$ cat src/rtl/countdown_ms_timer.sv
// countdown_ms_timer
//
// Millisecond elapsed-time generator for the countdown display path. A start
// request launches a prescaled millisecond counter at 1. The counter then runs
// up to END_MS, emits a one-cycle GO pulse, and holds until it is restarted or
// aborted.
//
// Parameters:
//   TICK_DIV  CLK cycles per millisecond tick (2..65535)
//   END_MS    terminal COUNT1 value in ms (2..2^32-1)
//
// Ports:
//   CLK      in   single clock, rising edge
//   RESETN   in   asynchronous active-low reset
//   START    in   synchronous start/restart request (ignored while running)
//   ABORT    in   synchronous abort, beats START and the terminal tick
//   PAUSE    in   freeze counting in RUN (only with COUNTDOWN_PAUSE_EN)
//   COUNT1   out  elapsed milliseconds, registered
//   RUNNING  out  high while counting
//   GO       out  one-cycle pulse when COUNT1 reaches END_MS
//   DONE     out  high from the GO cycle until restart/abort
//
// Build option: define COUNTDOWN_PAUSE_EN to add the PAUSE port.
// All outputs are driven from registers, so there is no input-to-output
// combinational path.

module countdown_ms_timer #(
  parameter int unsigned TICK_DIV = 1000,
  parameter int unsigned END_MS   = 3000
) (
  input  logic        CLK,
  input  logic        RESETN,
  input  logic        START,
  input  logic        ABORT,
`ifdef COUNTDOWN_PAUSE_EN
  input  logic        PAUSE,
`endif
  output logic [31:0] COUNT1,
  output logic        RUNNING,
  output logic        GO,
  output logic        DONE
);

  localparam int unsigned    PreW    = $clog2(TICK_DIV);
  localparam logic [PreW-1:0] PreLast = PreW'(TICK_DIV - 1);
  localparam logic [31:0]    EndMs   = END_MS;

  typedef enum logic [1:0] {StIdle, StRun, StGo, StHold} state_e;

  state_e          state_q;
  logic [PreW-1:0] pre_q;
  logic [31:0]     count_q;
  logic            running_q;
  logic            go_q;
  logic            done_q;

  logic        freeze;
  logic [31:0] count_inc;

`ifdef COUNTDOWN_PAUSE_EN
  assign freeze = PAUSE;
`else
  assign freeze = 1'b0;
`endif

  assign count_inc = count_q + 32'd1;

  always_ff @(posedge CLK or negedge RESETN) begin
    if (!RESETN) begin
      state_q   <= StIdle;
      pre_q     <= '0;
      count_q   <= '0;
      running_q <= 1'b0;
      go_q      <= 1'b0;
      done_q    <= 1'b0;
    end else if (ABORT) begin
      state_q   <= StIdle;
      pre_q     <= '0;
      count_q   <= '0;
      running_q <= 1'b0;
      go_q      <= 1'b0;
      done_q    <= 1'b0;
    end else begin
      unique case (state_q)
        StIdle: begin
          if (START) begin
            state_q   <= StRun;
            pre_q     <= '0;
            count_q   <= 32'd1;
            running_q <= 1'b1;
          end
        end
        StRun: begin
          if (!freeze) begin
            if (pre_q == PreLast) begin
              pre_q   <= '0;
              count_q <= count_inc;
              // Terminal tick: the GO pulse shows together with COUNT1 == END_MS.
              if (count_inc == EndMs) begin
                state_q   <= StGo;
                running_q <= 1'b0;
                go_q      <= 1'b1;
                done_q    <= 1'b1;
              end
            end else begin
              pre_q <= pre_q + PreW'(1);
            end
          end
        end
        StGo: begin
          state_q <= StHold;
          go_q    <= 1'b0;
        end
        StHold: begin
          if (START) begin
            state_q   <= StRun;
            pre_q     <= '0;
            count_q   <= 32'd1;
            running_q <= 1'b1;
            done_q    <= 1'b0;
          end
        end
        default: begin
          state_q   <= StIdle;
          pre_q     <= '0;
          count_q   <= '0;
          running_q <= 1'b0;
          go_q      <= 1'b0;
          done_q    <= 1'b0;
        end
      endcase
    end
  end

  assign COUNT1  = count_q;
  assign RUNNING = running_q;
  assign GO      = go_q;
  assign DONE    = done_q;

endmodule

$ cat config.mk
export PLATFORM = sky130hd
export DESIGN_NAME = countdown_ms_timer
export DESIGN_NICKNAME = d
export VERILOG_FILES = /design/src/rtl/countdown_ms_timer.sv
export SDC_FILE = /design/constraint.sdc
export NUM_CORES = 1
export LEC_CHECK = 0
export CORE_ASPECT_RATIO = 0.6
export CORE_MARGIN = 2
export CORE_UTILIZATION = 45
export CTS_CLUSTER_DIAMETER = 80
export CTS_CLUSTER_SIZE = 40
export DETAILED_ROUTE_END_ITERATION = 7
export GPL_TIMING_DRIVEN = 0
export MAX_ROUTING_LAYER = met4
export PLACE_DENSITY_LB_ADDON = 0.05
export SYNTH_ARGS = -nofsm -noshare
export SYNTH_HDL_FRONTEND = slang
export SYNTH_SLANG_ARGS = --single-unit
$ cat constraint.sdc
create_clock -name CLK -period 3.5 [get_ports CLK]
set_input_delay 0.35 -clock CLK [delete_from_list [all_inputs] [get_ports CLK]]
set_output_delay 0.35 -clock CLK [all_outputs]
set_load 0.01 [all_outputs]
### Yosys cells after proc, flatten, opt, wreduce, memory -nomap -nowiden

Cells that the tools add are included.

* register bits: 47
* input bits: 4
* output and inout port bits: 35
* logic and storage cells: 53

* add/sub/neg operators: 2
* equality and inequality tests: 9
* mux-type cells: 25
* reduce and logical (&&, ||, !) cells: 11

Operators with widths (count)
* $mux W32: 3
* $pmux W32 S2: 1
* $add A32 B1 Y32 const B: 1
* $eq A32 B12 Y1 const B: 1
* $mux W10: 3
* $pmux W10 S2: 1
* $add A10 B1 Y10 const B: 1
* $eq A10 B10 Y1 const B: 1
* $mux W1: 9
* $ne A3 B3 Y1 const B: 3
* $reduce_and A3 Y1: 3
* $reduce_bool A3 Y1: 3
* $mux W2: 4
* $reduce_and A4 Y1: 2
* $pmux W1 S2: 3
* $pmux W2 S3: 1
* $eq A2 B2 Y1 const B: 2
* $ne A3 B1 Y1 const B: 1
* $eq A2 B1 Y1 const B: 1
* $logic_not A2 Y1: 1
* $reduce_and A2 Y1: 1
* $reduce_or A2 Y1: 1

### Logic depth before layout (Yosys ltp)

Gate-level depths: netlist of run 1.

* depth after elaboration: 6
* depth in mapped cells: 10
* gate-level depth less buffers: 9

### Least setup slack after synthesis of run 1

No wires, ideal clock.

* kind: register to register
* start: register count_q[15], in the netlist COUNT1[15]
* end: register state_q[1]
* arrival time: 2916 ps
* setup slack: 460 ps
* cell stages (with the launch flop): 11
* buffers on the path: 3
* cell sequence: dfrtp_1 -> buf_6 -> nand4_1 -> or3_1 -> clkbuf_1 -> nor4b_1 -> xor2_1 -> or4_1 -> buf_2 -> or3_4 -> a211o_1

* cells in the longest elaborated chain, start to end: 4

RTL lines
* start, declared: RTL line 52 `logic [31:0] count_q;`
* start signal, assigned: RTL line 97 `count_q <= count_inc;`
* $add A32 B1 Y32: RTL line 66 `assign count_inc = count_q + 32'd1;`
* $eq A32 B12 Y1: RTL line 99 `if (count_inc == EndMs) begin`
* $ne A3 B3 Y1 (no line)
* $reduce_and A3 Y1 (no line)
* end signal, assigned: RTL line 70 `state_q <= StIdle;`
* end signal, assigned: RTL line 77 `state_q <= StIdle;`
* end signal, assigned: RTL line 100 `state_q <= StGo;`
* end, declared: RTL line 50 `state_e state_q;`

No other way between the ends.
A chain may end at the register's enable or synchronous reset.

### Final worst setup path of run 1

* start: register count_q[0], in the netlist COUNT1[0]
* end: register state_q[1]

The elaborated chain is that of the path after synthesis.

==> metrics.yaml, run 1 <==
synth:
  syn_nets: 418
  synth_edf_count: 0
  yosysSeqAreaShare: 0.3535
  netlist_instances: 408
  async_flop_share: 1.000
  yosysWarnings: 0
  synth_ff_type: "dfrtp_1"
  yosys.cell_types.count: 62
  avgSynthCellArea_um2: 8.154
  synth_seq_cells: 47
  synth.cell_area_um2: 3327
worst_setup_path:
  startpoint: "COUNT1[0]"
  critPathRequiredTime_ns: 3.69
  end_kind: "flop"
  crit_path_max_incr_delay_ns: 0.56
  slowest_stage: "or4_1"
  worstPathMaxFanout: 10
  path_class: "flop to flop"
  cp-start-kind: "flop"
  path_cells: "ha_1 > and3_1 > buf_4 > nand3_2 > nor4_1 > o211ai_1 > or4_1 > buf_2 > or3_4 > a211o_1"
  arrival_ns: 3.55
  reg2reg_from: "COUNT1[0]"
grt:
  grt_max_degree: 27
  top_usage_layer: "met1"
  overflow: 0
  use_met2: 0.3379
  grt_pass1_vias: 3178
  grt_usage: 0.2792
  grt_pass1_wl_um: 17190
  use_met1: 0.4416
  grt.met3_usage: 0.07798
  antenna_found_initial: 0
hold_path:
  min_path_type: "primary input to asynchronous set/reset pin"
cells_and_area:
  n_antenna_cell: 0
  nFillCells: 653
  num-nets-final: 465
  fin_util: 0.5608
  area_growth_syn_to_layout_pct: 21.47
  post-route-cell-area_um2: 4041
  drive_gt1_frac: 0.1206
place:
  dpl_worst_slack_ns: -0.05166
  place_hpwl_um: 7471
  place.gp.congestion: 0.9662
  portBuffers: 38
  post_dp_cell_area_um2: 3836
clock_tree:
  ctsRootBufferMaster: "clkbuf_16"
  cts_tree: "built"
  cts_made_buffers: 5
  clock_path_buffers: 2
  insertion_delay_ns: 0.30
  hold_buffers: 0
  htreeDepth: 2
  cts.sinks: 47
  clkSlewWorstSetupHoldPaths_ns: 0.07
power_and_ir_drop:
  peakVddDrop_v: 0.0002441
  p_leak_nw: 1.570
  p_per_area_nw_per_um2: 470.4
timing:
  rsz0062_at_grt: "false"
  setup-violations-final: 0
  hold_viol: 0
  worstMarginPinSlew_ns: 0.8268
  finClkSkew_ns: 0.004799
  final.setup.worst_slack_ns: 0.1342
  max_freq_mhz: 297.1
  fin_crit_ns: 3.366
  slew_viol_final: 0
  min_period_over_period: 0.9617
  relSlewSlack: 0.4468
  hold_ws_ns: 0.02183
die:
  dieArea_um2: 8119
  core_um2: 7207
  die-width_um: 115.0
  die_h_um: 70.60
  pin_count: 39
  start_util: 0.4616
  row_count: 24
route:
  firstDrtPassIters: 6
  drt_wl_total_um: 10300
  drc: 0
  wl_per_cell_um: 18.83
  viasPerCell: 6.329
  vias: 3462
  ant_nets: 0
  first_iter_violations: 335
run:
  cap_viol_max_count: 0
status:
  outcome: "finished clean"
-- worst max-delay path: cells and delay by family (launching register included) --
family          cells  cell delay [ns]
fa+ha+maj           1             0.32
simple gates        5             1.77
flops               1             0.40
compound gates      2             0.41
buf+inv             2             0.34
-- metrics by stage --
step | power (mW) | instances | setup TNS (ns)
6_report | 1.901 | 547 | 0
3_5_place_dp | 1.304 | 538 | -0.08150
5_1_grt | 2.015 | 547 | 0
2_1_floorplan | 1.055 | 408 | 0
3_3_place_gp | 1.299 | 537 | -0.1883
4_1_cts | 1.896 | 546 | 0
-- synth_stat cells, types with 2 or more instances --
master / count / area [um2]
a211o_1: 2 / 17.52
a211oi_1: 3 / 22.52
a21oi_1: 13 / 65.06
a31oi_1: 6 / 37.54
and2_1: 2 / 12.51
and3_1: 9 / 56.30
and3_2: 2 / 15.01
and4_1: 4 / 35.03
buf_2: 6 / 30.03
buf_4: 3 / 22.52
clkbuf_1: 14 / 52.55
dfrtp_1: 47 / 1176
ha_1: 6 / 75.07
inv_1: 8 / 30.03
mux2i_1: 4 / 40.04
nand2_1: 38 / 142.6
nand2b_1: 7 / 43.79
nand3_1: 13 / 65.06
nand3_2: 2 / 20.02
nand3b_1: 4 / 30.03
nand4_1: 18 / 112.6
nor2_1: 34 / 127.6
nor2b_1: 4 / 25.02
nor3_1: 6 / 30.03
nor4_1: 9 / 56.30
o2111ai_1: 2 / 17.52
o211ai_1: 2 / 15.01
o21ai_0: 60 / 300.3
o22ai_1: 3 / 18.77
o311ai_0: 4 / 35.03
o311ai_1: 2 / 17.52
o31ai_1: 12 / 90.09
o41ai_1: 3 / 26.28
or2_2: 6 / 37.54
or3_1: 10 / 62.56
or3_2: 3 / 22.52
or3b_2: 2 / 17.52
or4_1: 4 / 30.03
xnor2_1: 8 / 70.07
-- cells in the final DEF (no fill, tap or decap), types with 7 or more instances in the layout --
| cell type | instances |
|---|---|
| nor4_1 | 9 |
| xnor2_1 | 8 |
| o31ai_1 | 12 |
| nor2_1 | 34 |
| inv_1 | 8 |
| nand2_1 | 38 |
| clkdlybuf4s50_1 | 37 |
| a21oi_1 | 13 |
| nand4_1 | 18 |
| buf_2 | 7 |
| clkbuf_1 | 12 |
| nand3_1 | 13 |
| o21ai_0 | 60 |
| nand2b_1 | 7 |
| and3_1 | 9 |
| dfrtp_1 | 45 |
| or3_1 | 10 |
-- registers in the layout, summed over array words and instances (netlist names) --
signal,count
COUNT1,32
pre_q,10
state_q,2
DONE,1
GO,1
RUNNING,1
-- per-layer routing --
layer / vias up / share of wire
li1: 1626 / -
met1: 1640 / 0.49
met2: 177 / 0.38
met3: 19 / 0.11
met4: 0 / 0.020
met5: - / 0
-- cell type report --
type                       instances  area (um2)  share of cell area
tap                               91       113.9             0.02817
clock buffer                       6       138.9             0.03437
multi-input combinational        325        1982              0.4904
buffer                            28       160.2             0.03963
inverter                           8       30.03            0.007430
sequential                        47        1179              0.2916
clock inverter                     2       35.03            0.008669
timing repair buffer              40       402.9             0.09969
-- where the power goes --
| part | internal, mW | leakage [nW] | switching [mW] | total, mW |
|---|---|---|---|---|
| Sequential | 0.577 | 0.647 | 0.0326 | 0.610 |
| Clock | 0.356 | 0.0868 | 0.221 | 0.576 |
| Combinational | 0.222 | 0.836 | 0.493 | 0.715 |
| Total | 1.15 | 1.57 | 0.746 | 1.90 |
-- cells by family after synthesis --
group	synth area share
AOI/OAI and AO/OA	0.2151
xor gates and xnor gates	0.02369
adders and majority gates	0.02256
buffers and inverters	0.05641
DFF	0.3535
muxes	0.01204
and+or+nand+nor	0.3167
-- worst paths after layout --
path / end / slack [ns] / depth (start not counted)
min in group CLK: pre_q[6] / 0.51 / 1
max: state_q[1] / 0.13 / 10
max reg2reg: state_q[1] / 0.13 / 10
min reg2reg: pre_q[6] / 0.51 / 1
max in group asynchronous: COUNT1[12] / 2.94 / 2
min: pre_q[5] / 0.02 / 1
-- what timing repair did --
action | 4_1_cts | 5_1_grt
pin swaps | 0 | 1
setup endpoints to repair | 1 | 5
gates resized for setup | 1 | 8
setup buffers | 0 | 1
Power figures use the tool's default switching activity.
==> run 2, diff against run 1 <==
--- a/config.mk
+++ b/config.mk
@@ -12,6 +12,7 @@
 export CTS_CLUSTER_SIZE = 40
 export DETAILED_ROUTE_END_ITERATION = 7
 export GPL_TIMING_DRIVEN = 0
+export HOLD_SLACK_MARGIN = 0.06
 export MAX_ROUTING_LAYER = met4
 export PLACE_DENSITY_LB_ADDON = 0.05
 export SYNTH_ARGS = -nofsm -noshare
==> run 2 against run 1 <==
Net effect:
- non-clock buffer count up 1
- final cell count is 0.18% higher
- register-to-register slack is essentially flat
- clock power hardly changed
- first-iteration DRC count fell by 10%
- cell area up 0.25%
- routed wire length increased by 0.39%
- combinational power hardly changed
- sequential power about the same
- fmax decreased by 0.12%
- core utilization grew 0.14 points
- power is essentially flat
- critical path type unchanged
- largest cell class unchanged
- largest power group unchanged
==> metrics.yaml, run 2 (same netlist as run 1, synthesis figures left out) <==
timing:
  setup-violations-final: 0
  rsz0062_at_grt: "false"
  slew_viol_final: 0
  fin_crit_ns: 3.370
  relSlewSlack: 0.4365
  max_freq_mhz: 296.7
  hold_viol: 0
  min_period_over_period: 0.9629
  finClkSkew_ns: 0.003672
  setup_tns_ns: 0
  worstMarginPinSlew_ns: 0.8421
worst_setup_path:
  worstPathMaxFanout: 10
  critPathRequiredTime_ns: 3.68
  r2r_cells: 10
  arrival_ns: 3.55
  end_kind: "flop"
  cp-start-kind: "flop"
  path_class: "flop to flop"
hold_path:
  holdPathStages: 1
  min_path_type: "flop to flop"
power_and_ir_drop:
  p_per_area_nw_per_um2: 469.2
  p_leak_nw: 1.574
  p_switching_mw: 0.7455
  power_frac_comb: 0.377
  clkPwrFrac: 0.302
  p_seq_frac: 0.321
  internal_power_mw: 1.155
  peakVddDrop_v: 0.0002451
  swShare: 0.3922
clock_tree:
  ctsRootBufferMaster: "clkbuf_16"
  cts.sinks: 47
  clkSlewWorstSetupHoldPaths_ns: 0.06
  insertion_delay_ns: 0.30
  clock_path_buffers: 2
  cts_tree: "built"
  cts_made_buffers: 5
  htreeDepth: 2
grt:
  grt_usage: 0.2799
  grt_pass1_vias: 3183
  antenna_found_initial: 0
  grt_max_degree: 27
  overflow: 0
  grt_pass1_wl_um: 17240
cells_and_area:
  mostFrequentLayoutCells: "o21ai_0 (60), dfrtp_1 (45), nand2_1 (38)"
  multiInputGateArea_um2: 1982
  n_antenna_cell: 0
  num-nets-final: 466
  drive_gt1_frac: 0.1204
  seq_area_um2: 1179
  fin_util: 0.5622
  final_common_cell: "o21ai_0"
  area_growth_syn_to_layout_pct: 21.78
  largest_reg_flops: 32
  nFillCells: 652
die:
  die-width_um: 115.0
  dieArea_um2: 8119
  start_util: 0.4616
  pin_count: 39
  core_um2: 7207
  die_h_um: 70.60
  row_count: 24
place:
  place.gp.congestion: 0.9662
  place_hpwl_um: 7471
  portBuffers: 38
run:
  cap_viol_max_count: 0
route:
  drc: 0
  viasPerCell: 6.285
  firstDrtPassIters: 5
  vias: 3444
  drt_wl_total_um: 10340
  ant_nets: 0
  first_iter_violations: 300
  wl_per_cell_um: 18.87
status:
  outcome: "finished clean"
## run 2: cell count changes in the layout (fill, tap and decap cells not counted)
cell,change
dlygate4sd3_1,+1
## run 2: routing by layer
metal | wire length, um | up-vias | share of wire | track usage
met3 | 1054 | 14 | 0.10 | 0.07798
met4 | 161 | 0 | 0.016 | 0.07497
met1 | 5055 | 1636 | 0.49 | 0.4405
met5 | 0 | - | 0 | -
li1 | - | 1620 | - | -
met2 | 4070 | 174 | 0.39 | 0.3418
## run 2: final cells by class
class / instances / share of cell area
clock inverters: 2 / 0.008647
plain buffers: 28 / 0.03953
flip-flops and latches: 47 / 0.2909
multi-input cells: 325 / 0.4892
clock buffers: 6 / 0.03428
well taps: 91 / 0.02810
inverters: 8 / 0.007412
repair buffers: 41 / 0.1019
## run 2: power by group through the flow
stage	sequential [mW]	combinational [mW]	clock [mW]
2_1_floorplan	0.621	0.434	0
3_3_place_gp	0.620	0.680	0
3_5_place_dp	0.619	0.685	0
4_1_cts	0.610	0.696	0.591
5_1_grt	0.616	0.789	0.611
6_report	0.610	0.717	0.574
## run 2: final timing paths
path                       slack, ns          to  startpoint
max                             0.13  state_q[1]   COUNT1[0]
min                             0.51    pre_q[6]    pre_q[6]
max reg2reg                     0.13  state_q[1]   COUNT1[0]
min reg2reg                     0.51    pre_q[6]    pre_q[6]
max in group asynchronous       2.38  COUNT1[12]      RESETN
min in group asynchronous       0.58    pre_q[5]      RESETN
## run 2: worst max-delay path: stages (launching register included)
cell and delay (ns):
dfrtp_1 0.40, ha_1 0.33, and3_1 0.20, buf_4 0.15
nand3_2 0.24, nor4_1 0.36, o211ai_1 0.14, or4_1 0.56
buf_2 0.20, or3_4 0.40, a211o_1 0.27
## run 2: repair_timing
action	4_1_cts	5_1_grt
buffers inserted	0	1
endpoints found under the setup margin	1	5
resized for setup	1	8
hold buffers	1	0
pin swaps	0	1
hold endpoints to repair	21	0
## run 2: metrics by stage
stage                     cells  hold slack [ns]  cell area, um2  setup WS (ns)  total power, mW
after floorplan             408          0.05441            3327         0.4605            1.055
after global placement      537           0.4888            3821        -0.1157            1.299
after detailed placement    538           0.3626            3836       -0.05166            1.304
after CTS                   547           0.5022            4026        0.06249            1.897
after global routing        548           0.5473            4051      0.0009974            2.016
final                       548           0.5098            4051         0.1300            1.901
==> run 3, diff against run 2 <==
--- a/config.mk
+++ b/config.mk
@@ -5,9 +5,11 @@
 export SDC_FILE = /design/constraint.sdc
 export NUM_CORES = 1
 export LEC_CHECK = 0
+export CELL_PAD_IN_SITES_DETAIL_PLACEMENT = 0
+export CELL_PAD_IN_SITES_GLOBAL_PLACEMENT = 1
 export CORE_ASPECT_RATIO = 0.6
 export CORE_MARGIN = 2
-export CORE_UTILIZATION = 45
+export CORE_UTILIZATION = 42
 export CTS_CLUSTER_DIAMETER = 80
 export CTS_CLUSTER_SIZE = 40
 export DETAILED_ROUTE_END_ITERATION = 7
==> run 3 against run 2 <==
Net effect:
- sequential cell count did not move
- power shrank 0.22%
- core utilization fell by 3.8 points
- combinational power down 1%
- clock power rose by 0.9%
- sequential power is essentially flat
- count of clock-buffer cells in the layout stayed put
- clock skew increased by 0.0022 ns
- worst setup slack gained 0.032 ns
- critical path depth down 1
- non-clock buffer count stayed put
- critical endpoint unchanged
==> metrics.yaml, run 3 (same netlist as run 1, synthesis figures left out) <==
die:
  pin_count: 39
  die_h_um: 72.94
  dieArea_um2: 8673
  start_util: 0.4271
  die-width_um: 118.9
  core_um2: 7789
  row_count: 25
clock_tree:
  cts_tree: "built"
  cts.sinks: 47
  htreeDepth: 2
  ctsRootBufferMaster: "clkbuf_16"
  insertion_delay_ns: 0.30
  clkSlewWorstSetupHoldPaths_ns: 0.07
  clock_path_buffers: 2
  cts_made_buffers: 5
grt:
  grt_max_degree: 34
  overflow: 0
  grt_usage: 0.2625
  antenna_found_initial: 0
  grt_pass1_vias: 3043
  grt_pass1_wl_um: 17170
place:
  place.gp.congestion: 0.9038
  portBuffers: 38
  dp_cells: 555
  place_hpwl_um: 7548
route:
  drt_wl_total_um: 10340
  drc: 0
  ant_nets: 0
  viasPerCell: 5.989
  vias: 3384
  firstDrtPassIters: 5
  wl_per_cell_um: 18.30
  first_iter_violations: 371
timing:
  worstMarginPinSlew_ns: 0.8358
  max_freq_mhz: 299.6
  min_period_over_period: 0.9538
  rsz0062_at_grt: "false"
  finClkSkew_ns: 0.005852
  fin_crit_ns: 3.338
  setup-violations-final: 0
  slew_viol_final: 0
  hold_ws_ns: 0.4858
  hold_viol: 0
  relSlewSlack: 0.4408
cells_and_area:
  final_common_cell: "o21ai_0"
  area_growth_syn_to_layout_pct: 22.68
  mostFrequentLayoutCells: "o21ai_0 (59), dfrtp_1 (45), nand2_1 (38)"
  fin_util: 0.5240
  stdcell_count: 565
  n_antenna_cell: 0
  largest_reg_flops: 32
  num-nets-final: 466
  drive_gt1_frac: 0.1225
worst_setup_path:
  end_kind: "flop"
  crit_path_max_incr_delay_ns: 0.55
  worstPathMaxFanout: 9
  cpLargestDelayFamily: "simple AND/OR/NAND/NOR gates"
  r2r_slack_ns: 0.16
  worst-path-buf-inv: 2
  arrival_ns: 3.52
  cp-start-kind: "flop"
  path_class: "flop to flop"
  path_cells: "nand4_1 > buf_4 > or3_1 > nor4_1 > o211ai_1 > or4_1 > buf_2 > or3_4 > a211o_1"
  slowest_stage: "or4_1"
  critPathRequiredTime_ns: 3.68
power_and_ir_drop:
  fin_total_pwr_mw: 1.897
  peakVddDrop_v: 0.0002141
  p_per_area_nw_per_um2: 464.7
  p_leak_nw: 1.573
run:
  cap_viol_max_count: 0
hold_path:
  min_path_type: "primary input to asynchronous set/reset pin"
status:
  outcome: "finished clean"
run 3: report_power, final:
part | leakage (nW) | switching [mW] | internal, mW
logic | 0.839 | 0.486 | 0.222
registers | 0.647 | 0.0327 | 0.577
clock network | 0.0868 | 0.223 | 0.356
total | 1.57 | 0.742 | 1.16
run 3: metrics by stage:
stage	cell area (um2)	worst slack, ns	TNS, ns
6_report	4081	0.1617	0
3_3_place_gp	3842	-0.03884	-0.08076
3_5_place_dp	3857	0.01174	0
5_1_grt	4081	0.01059	0
2_1_floorplan	3327	0.4605	0
4_1_cts	4049	0.05553	0
run 3: area by class of cell:
cell class	count	area, um2
Buffer	28	158.9
Clock buffer	6	138.9
Clock inverter	2	35.03
Fill cell	723	3707
Inverter	8	30.03
Multi-Input combinational cell	325	1992
Sequential cell	47	1179
Tap cell	108	135.1
Timing Repair Buffer	41	412.9
run 3: worst register-to-register path: cells and delay by family (launching register included):
kind / cells / cell delay [ns]
AO/OA/AOI/OAI: 2 / 0.41
buffers and inverters: 2 / 0.43
flip-flops: 1 / 0.48
AND/OR/NAND/NOR: 5 / 1.91
run 3: per-layer routing:
layer | vias up | global-route usage | wire (um)
li1 | 1613 | - | -
met1 | 1624 | 0.4154 | 5490
met2 | 136 | 0.3474 | 4073
met3 | 11 | 0.04766 | 704
met4 | 0 | 0.03571 | 72
met5 | - | - | 0
run 3: worst paths after layout:
path,from,end,cells past startpoint
worst min register to register,pre_q[6],pre_q[6],1
worst max-delay path,COUNT1[16],state_q[1],9
max in group asynchronous,RESETN,COUNT1[11],3
min in group CLK,pre_q[6],pre_q[6],1
worst max register to register,COUNT1[16],state_q[1],9
worst min-delay path,RESETN,COUNT1[16],2
run 3: what timing repair did:
action | CTS | global route
gates resized for setup | 0 | 10
pin swaps | 1 | 0
hold endpoints to repair | 14 | 0
hold buffers | 1 | 0
buffers inserted | 1 | 0
endpoints found under the setup margin | 1 | 14
